File: src/rtl/y86_status_pkg.sv
// Shared Y86 status codes, terminal/error classification and the run FSM state type
// used by the run supervisor and its per-core trackers.
package y86_status_pkg;

  localparam logic [2:0] STAT_AOK = 3'd1;
  localparam logic [2:0] STAT_HLT = 3'd2;
  localparam logic [2:0] STAT_ADR = 3'd3;
  localparam logic [2:0] STAT_INS = 3'd4;

  typedef enum logic [1:0] {
    IDLE = 2'd0,
    RUN  = 2'd1,
    DONE = 2'd2
  } run_state_t;

  // Codes 0 and 1 keep a core running; HLT and everything above it stops the core.
  function automatic logic is_terminal(input logic [2:0] stat);
    return (stat >= STAT_HLT);
  endfunction

  function automatic logic is_error(input logic [2:0] stat);
    return is_terminal(stat) && (stat != STAT_HLT);
  endfunction

endpackage

File: src/rtl/core_stop_tracker.sv
// Per-core latch of the first terminal status and the cycle at which it appeared;
// also exposes the post-update halted/error view used by the run exit logic.
module core_stop_tracker #(
  parameter int CYCLE_W = 32
) (
  input  logic               i_clock,
  input  logic               i_reset,
  input  logic               i_clear,
  input  logic               i_sample_en,
  input  logic [2:0]         i_status,
  input  logic [CYCLE_W-1:0] i_cycle_count,
  output logic               o_halted,
  output logic [2:0]         o_final_status,
  output logic [CYCLE_W-1:0] o_stop_cycle,
  output logic               o_halted_next,
  output logic               o_error_next
);
  import y86_status_pkg::*;

  logic               r_halted;
  logic [2:0]         r_final_status;
  logic [CYCLE_W-1:0] r_stop_cycle;
  logic               w_capture;

  assign w_capture = i_sample_en && !r_halted && is_terminal(i_status);

  // Only the first terminal status is kept; later changes on the channel are ignored.
  always_ff @(posedge i_clock) begin
    if (i_reset || i_clear) begin
      r_halted       <= 1'b0;
      r_final_status <= '0;
      r_stop_cycle   <= '0;
    end else if (w_capture) begin
      r_halted       <= 1'b1;
      r_final_status <= i_status;
      r_stop_cycle   <= i_cycle_count;
    end
  end

  assign o_halted       = r_halted;
  assign o_final_status = r_final_status;
  assign o_stop_cycle   = r_stop_cycle;
  assign o_halted_next  = r_halted | w_capture;
  assign o_error_next   = r_halted ? is_error(r_final_status)
                                   : (w_capture && is_error(i_status));

endmodule

File: src/rtl/run_status_monitor.sv
// Run supervisor for one or more Y86 cores: counts run cycles, ends the run on
// all-halted, first error (optional) or watchdog, and reports pass/finish.
module run_status_monitor #(
  parameter int NUM_CORES      = 1,
  parameter int CYCLE_W        = 32,
  parameter int TIMEOUT_CYCLES = 100000,
  parameter int ABORT_ON_ERROR = 0
) (
  input  logic                           i_clock,
  input  logic                           i_reset,
  input  logic                           i_start,
  input  logic [NUM_CORES*3-1:0]         i_status,
  output logic                           o_run_active,
  output logic [NUM_CORES-1:0]           o_halted_vec,
  output logic [NUM_CORES*3-1:0]         o_final_status,
  output logic [NUM_CORES*CYCLE_W-1:0]   o_stop_cycle,
  output logic [CYCLE_W-1:0]             o_cycle_count,
  output logic                           o_finish,
  output logic                           o_timed_out,
  output logic                           o_pass
);
  import y86_status_pkg::*;

  localparam logic [CYCLE_W-1:0] LP_LAST_CYCLE = CYCLE_W'(TIMEOUT_CYCLES - 1);

  run_state_t           r_state;
  run_state_t           w_state_next;
  logic [CYCLE_W-1:0]   r_cycle_count;
  logic                 r_finish;
  logic                 r_timed_out;
  logic                 w_clear;
  logic                 w_sample;
  logic                 w_timeout_hit;
  logic                 w_all_hlt;
  logic [NUM_CORES-1:0] w_halted_next;
  logic [NUM_CORES-1:0] w_error_next;

  for (genvar g = 0; g < NUM_CORES; g++) begin : g_core
    core_stop_tracker #(.CYCLE_W(CYCLE_W)) u_tracker (
      .i_clock       (i_clock),
      .i_reset       (i_reset),
      .i_clear       (w_clear),
      .i_sample_en   (w_sample),
      .i_status      (i_status[3*g +: 3]),
      .i_cycle_count (r_cycle_count),
      .o_halted      (o_halted_vec[g]),
      .o_final_status(o_final_status[3*g +: 3]),
      .o_stop_cycle  (o_stop_cycle[CYCLE_W*g +: CYCLE_W]),
      .o_halted_next (w_halted_next[g]),
      .o_error_next  (w_error_next[g])
    );
  end

  // Exit priority: all halted, then abort-on-error, then watchdog.
  always_comb begin
    w_state_next  = r_state;
    w_clear       = 1'b0;
    w_sample      = 1'b0;
    w_timeout_hit = 1'b0;
    case (r_state)
      IDLE, DONE: begin
        if (i_start) begin
          w_state_next = RUN;
          w_clear      = 1'b1;
        end
      end
      RUN: begin
        w_sample = 1'b1;
        if (&w_halted_next) begin
          w_state_next = DONE;
        end else if ((ABORT_ON_ERROR != 0) && (|w_error_next)) begin
          w_state_next = DONE;
        end else if (r_cycle_count == LP_LAST_CYCLE) begin
          w_state_next  = DONE;
          w_timeout_hit = 1'b1;
        end
      end
      default: w_state_next = IDLE;
    endcase
  end

  always_ff @(posedge i_clock) begin
    if (i_reset) begin
      r_state       <= IDLE;
      r_cycle_count <= '0;
      r_finish      <= 1'b0;
      r_timed_out   <= 1'b0;
    end else begin
      r_state  <= w_state_next;
      r_finish <= (r_state == RUN) && (w_state_next == DONE);
      if (w_clear) begin
        r_cycle_count <= '0;
        r_timed_out   <= 1'b0;
      end else if (w_sample) begin
        r_cycle_count <= r_cycle_count + CYCLE_W'(1);
        if (w_timeout_hit) r_timed_out <= 1'b1;
      end
    end
  end

  always_comb begin
    w_all_hlt = 1'b1;
    for (int i = 0; i < NUM_CORES; i++) begin
      if (!o_halted_vec[i] || (o_final_status[3*i +: 3] != STAT_HLT)) w_all_hlt = 1'b0;
    end
  end

  assign o_run_active  = (r_state == RUN);
  assign o_cycle_count = r_cycle_count;
  assign o_finish      = r_finish;
  assign o_timed_out   = r_timed_out;
  assign o_pass        = (r_state == DONE) && !r_timed_out && w_all_hlt;

endmodule

File: config.mk
export PLATFORM = sky130hd
export DESIGN_NAME = run_status_monitor
export DESIGN_NICKNAME = d
export VERILOG_FILES = /design/src/rtl/y86_status_pkg.sv /design/src/rtl/core_stop_tracker.sv /design/src/rtl/run_status_monitor.sv
export SDC_FILE = /design/constraint.sdc
export NUM_CORES = 1
export LEC_CHECK = 0
export ABC_AREA = 1
export CORE_MARGIN = 8
export CORE_UTILIZATION = 46
export CTS_CLUSTER_SIZE = 10
export DETAILED_ROUTE_END_ITERATION = 8
export PLACE_DENSITY_LB_ADDON = 0.12
export SYNTH_ARGS = -nofsm -noshare
export SYNTH_HDL_FRONTEND = slang
export SYNTH_HIERARCHICAL = 1
export SYNTH_SLANG_ARGS = --single-unit
File: constraint.sdc
create_clock -name i_clock -period 1.56 [get_ports i_clock]
set_clock_uncertainty 0.15 [all_clocks]
set_input_delay 0.312 -clock i_clock [delete_from_list [all_inputs] [get_ports i_clock]]
set_output_delay 0.312 -clock i_clock [all_outputs]
set_load 0.02 [all_outputs]
**After elaboration in Yosys (flattened, before gate mapping)**

Cells that the tools add are included.
W data, S select, Z words.

- Add/sub/neg operators: 1
- $mul: 0
- Div/mod/pow operators: 0
- Order comparisons: 1
- Equal/unequal tests: 5
- Shift operators: 0
- Mux-type cells: 11
- Bitwise gates (word level): 1
- Reductions and logical operators: 13

Operators by type and width:

| kind | number |
|---|---|
| $add A32 B1 Y32 const B | 1 |
| $eq A32 B17 Y1 const B | 1 |
| $mux W1 | 7 |
| $mux W2 | 3 |
| $logic_and A1 B1 Y1 | 5 |
| $eq A2 B2 Y1 const B | 2 |
| $pmux W2 S2 | 1 |
| $reduce_or A2 Y1 | 2 |
| $ge A3 B2 Y1 const B | 1 |
| $ne A3 B2 Y1 const B | 1 |
| $eq A2 B1 Y1 const B | 1 |
| $logic_not A1 Y1 | 2 |
| $logic_not A2 Y1 | 1 |
| $logic_or A1 B1 Y1 | 2 |
| $reduce_and A2 Y1 | 1 |
| $or A1 B1 Y1 | 1 |

- Register bits after elaboration: 72
- Latch bits: 0
- Memory bits (writable): 0
- Bits in read-only memories: 0
- Input bits: 6
- Output and inout port bits: 72
- Logic and storage cells: 39
- Memories: 0

**Longest topological paths before layout**

- Word-level depth: 9
- Mapped depth: 11

**Hierarchy**

Netlist, hierarchy kept.

By module, submodules not included:

| module | instances | cells an instance | area each (µm²) |
|---|---|---|---|
| run_status_monitor | 1 | 317 | 2062.0 |
| core_stop_tracker | 1 | 239 | 1610.3 |

**Least setup slack after synthesis**

No wires, ideal clock.

- Path type: register to register
- Start point: register r_state[0]
- End point: register r_state[0]
- Setup time: 114 ps
- Arrival: 1472 ps
- Path slack: -176 ps
- Stages on the path, launching flop included: 11
- Path buffers: 1
- Clock period less this slack: 1736 ps
- Cells stage by stage: dfxtp_1 > inv_2 > nor2_4 > inv_2 > nor2_4 > buf_4 > nand2_2 > nand2_1 > nor2_1 > a21oi_1 > nor2_1

- Longest elaborated chain between the ends: 7
- Elaborated cells on any way between the ends: 12
- Those cells by class: eq/ne (2); mux (5); bitwise (1); reduce/logical (4)

Ends and longest elaborated chain:

| item | line | source |
|---|---|---|
| start: declaration | run_status_monitor.sv:26 | `run_state_t r_state;` |
| start signal: assignment | run_status_monitor.sv:89 | `r_state <= w_state_next;` |
| $eq A2 B1 Y1 | n/a |  |
| net o_run_active | run_status_monitor.sv:13 | `output logic o_run_active,` |
| $mux W1 | run_status_monitor.sv:60 | `case (r_state)` |
| $logic_and A1 B1 Y1 (2 in series) | core_stop_tracker.sv:25 | `assign w_capture = i_sample_en && !r_halted && is_terminal(i_status);` |
| $or A1 B1 Y1 | core_stop_tracker.sv:43 | `assign o_halted_next = r_halted \| w_capture;` |
| net w_halted_next | run_status_monitor.sv:35 | `logic [NUM_CORES-1:0] w_halted_next;` |
| $mux W2 | run_status_monitor.sv:69 | `if (&w_halted_next) begin` |
| $pmux W2 S2 | run_status_monitor.sv:60 |  |

The timed path passes the listed nets, and every way through them passes these cells.
A chain may end at the register's enable or synchronous reset.

**Worst setup path in the final report**

- Start point: register r_state[1]
- End point: register g_core[0].u_tracker.r_final_status[0]

- Longest elaborated chain between the ends: 4
- Elaborated cells on any way between the ends: 9
- Those cells by class: eq/ne (2); mux (2); reduce/logical (5)

Ends and longest elaborated chain:

| item | line | source |
|---|---|---|
| $eq A2 B2 Y1 (tied with other cells) | run_status_monitor.sv:60 |  |
| $reduce_or A2 Y1 or $mux W1 (tied branches) | run_status_monitor.sv:60 |  |
| $mux W1 or $logic_and A1 B1 Y1 (tied branches) | run_status_monitor.sv:60, core_stop_tracker.sv:25 |  |
| $logic_or A1 B1 Y1 or $logic_and A1 B1 Y1 (tied branches) | core_stop_tracker.sv:29, core_stop_tracker.sv:25 |  |
| end signal: assignment | core_stop_tracker.sv:35 | `r_final_status <= i_status;` |
| end: declaration | core_stop_tracker.sv:21 | `logic [2:0] r_final_status;` |

Several ways; a longest one is shown, not always the timed one.

==> metrics <==
fin nets approximately 730; die area 11000 um^2; Die Wd roughly 110 um; TritonCTS clock tree built; core footprint ~7700 um^2; I/O pin count 78; crit path launch type register; drt total wl roughly 13000 um; Avg WL per Cell ~15 um; clk sinks 72; Rows 32; Post-Syn Instances 550; Root Driver clkbuf_8; Final min period approximately 1800 ps; gpl congestion around 0.9; critical path peak fanout 6; status finished, violations left; Power Total 4460 uW; Slew Limit Headroom 0.704; failing checks setup timing; CP Capture Type register; final hold violations 0; worst path required time around 1700 ps; Mapped Area about 3600 um^2; largest net degree at the start of global routing 24; Max Clock Freq 563 MHz; vias per cell between 4 and 5; First-pass DRT Iterations 5; IO Port Bufs 77; number of CTS-inserted buffers 9; H-tree Lvls 3; post-route ant nets 0; maximum VDD drop 0.364 mV; Pwr Density 735 nW/um^2; Clock Pin Slew Worst Setup and Hold Paths around 80 ps; layout cell share with drive strength beyond 1 0.412; filler cell count between 500 and 600; fin crit share 1.14; initial drt markers ~230; Final Setup Violations 50; first-pass GRT wire length approximately 20000 um; Antenna diodes 0; All-Layer GR Usage 0.222; kind of critical path reg2reg; Max-cap violations 0; global route total overflow 0; RSZ-0062 raised after global routing yes; chip height roughly 110 um; CP arrival approximately 1900 ps; utilization after layout 0.790; clk_lat worst skew ~350 ps; fin worst setup slack -217 ps; Tightest Pin Transition 443 ps; min-delay worst type reg2reg; post-synth net total approximately 560; total leakage power 0.00258 uW; deepest clock path buffer count 2; initial antenna violation count 0; mean area per synthesized cell about 6.6 um^2; vias in the first global route roughly 4200; drt drc 0; Final HPWL DP slightly above 8000 um; routed via count between 4000 and 5000; Initial Util 0.474; Layout area overhead 66.4%; fin. max-slew vios 0; Setup Total Neg Slack -7360 ps; warnings from Yosys 6; CTS Hold Buffers Added 0
==> layer usage <==
metal | GRT usage | vias up | share of wire
met1 | 0.260 | 1941 | 0.43
met5 | 0 | - | 0
met3 | 0.0479 | 32 | 0.061
met2 | 0.384 | 122 | 0.48
met4 | 0.0877 | 0 | 0.027
li1 | - | 2059 | -
==> cell usage in the layout (no fill, tap or decap), types with 6 or more instances in the layout <==
cell type	instances
nor2_1	105
dfxtp_1	44
nand4_1	8
clkdlybuf4s15_2	26
nand3_1	18
nand3_4	7
nor3_1	11
nor2_4	19
dlygate4sd2_1	35
clkbuf_8	9
buf_6	19
nand2_2	17
nor2_2	16
nand3_2	33
dfxtp_2	23
inv_1	84
a21oi_1	15
nand2_1	90
a21oi_2	6
buf_4	76
==> power breakdown <==
part | internal, uW | total, uW | leakage (uW) | switching (uW)
Clock | 903 | 1660 | 0.000110 | 761
Combinational | 394 | 877 | 0.00187 | 483
Sequential | 1890 | 1920 | 0.000598 | 32.7
Total | 3190 | 4460 | 0.00258 | 1280
==> registers in the layout, indices dropped and copies added (netlist names) <==
name	cells
g_core.u_tracker/o_final_status	3
g_core.u_tracker/o_halted	1
g_core.u_tracker/o_stop_cycle	32
o_cycle_count	32
o_finish	1
o_timed_out	1
r_state	2
==> worst max-delay path, cell delays in order (launching register included) <==
cell,delay [ps]
dfxtp_2,340
buf_6,120
nor2_4,110
buf_6,120
buf_6,120
inv_4,40
nor2_4,170
buf_6,170
buf_16,130
nand3_4,60
nand2_2,90
nor2_2,40
==> repair_timing <==
action | in CTS | in global routing
pin swaps | 49 | 54
cloned | 5 | 0
buffers inserted | 23 | 5
setup endpoints to repair | 130 | 84
gates resized for setup | 253 | 68
==> through the flow <==
step / std cells / hold slack [ps] / cell area, um^2 / setup WS, ps
global route: 833 / 349 / 6070 / -281
floorplan: 550 / 225 / 3680 / -94.4
global placement: 787 / 314 / 5040 / -354
finish: 833 / 330 / 6070 / -217
detailed placement: 787 / 321 / 5040 / -406
CTS: 830 / 334 / 5880 / -131
==> path summary, 6_finish.rpt <==
check | start | endpoint | slack (ps) | depth (start not counted)
max | r_state[1] | g_core[0].u_tracker/o_final_status[0] | -220 | 11
min | g_core[0].u_tracker/o_stop_cycle[25] | g_core[0].u_tracker/o_stop_cycle[25] | 330 | 2
max reg2reg | r_state[1] | g_core[0].u_tracker/o_final_status[0] | -220 | 11
min reg2reg | g_core[0].u_tracker/o_stop_cycle[25] | g_core[0].u_tracker/o_stop_cycle[25] | 330 | 2
==> final cells by class <==
class                           instances  area [um^2]  share of cell area
Multi-Input combinational cell        375         2230               0.367
Timing Repair Buffer                  178         1660               0.274
Sequential cell                        72         1490               0.245
Inverter                               90          348              0.0573
Tap cell                              102          128              0.0210
Clock buffer                            9          124              0.0204
Clock inverter                          7         95.1              0.0157
Power figures use the tool's default switching activity.
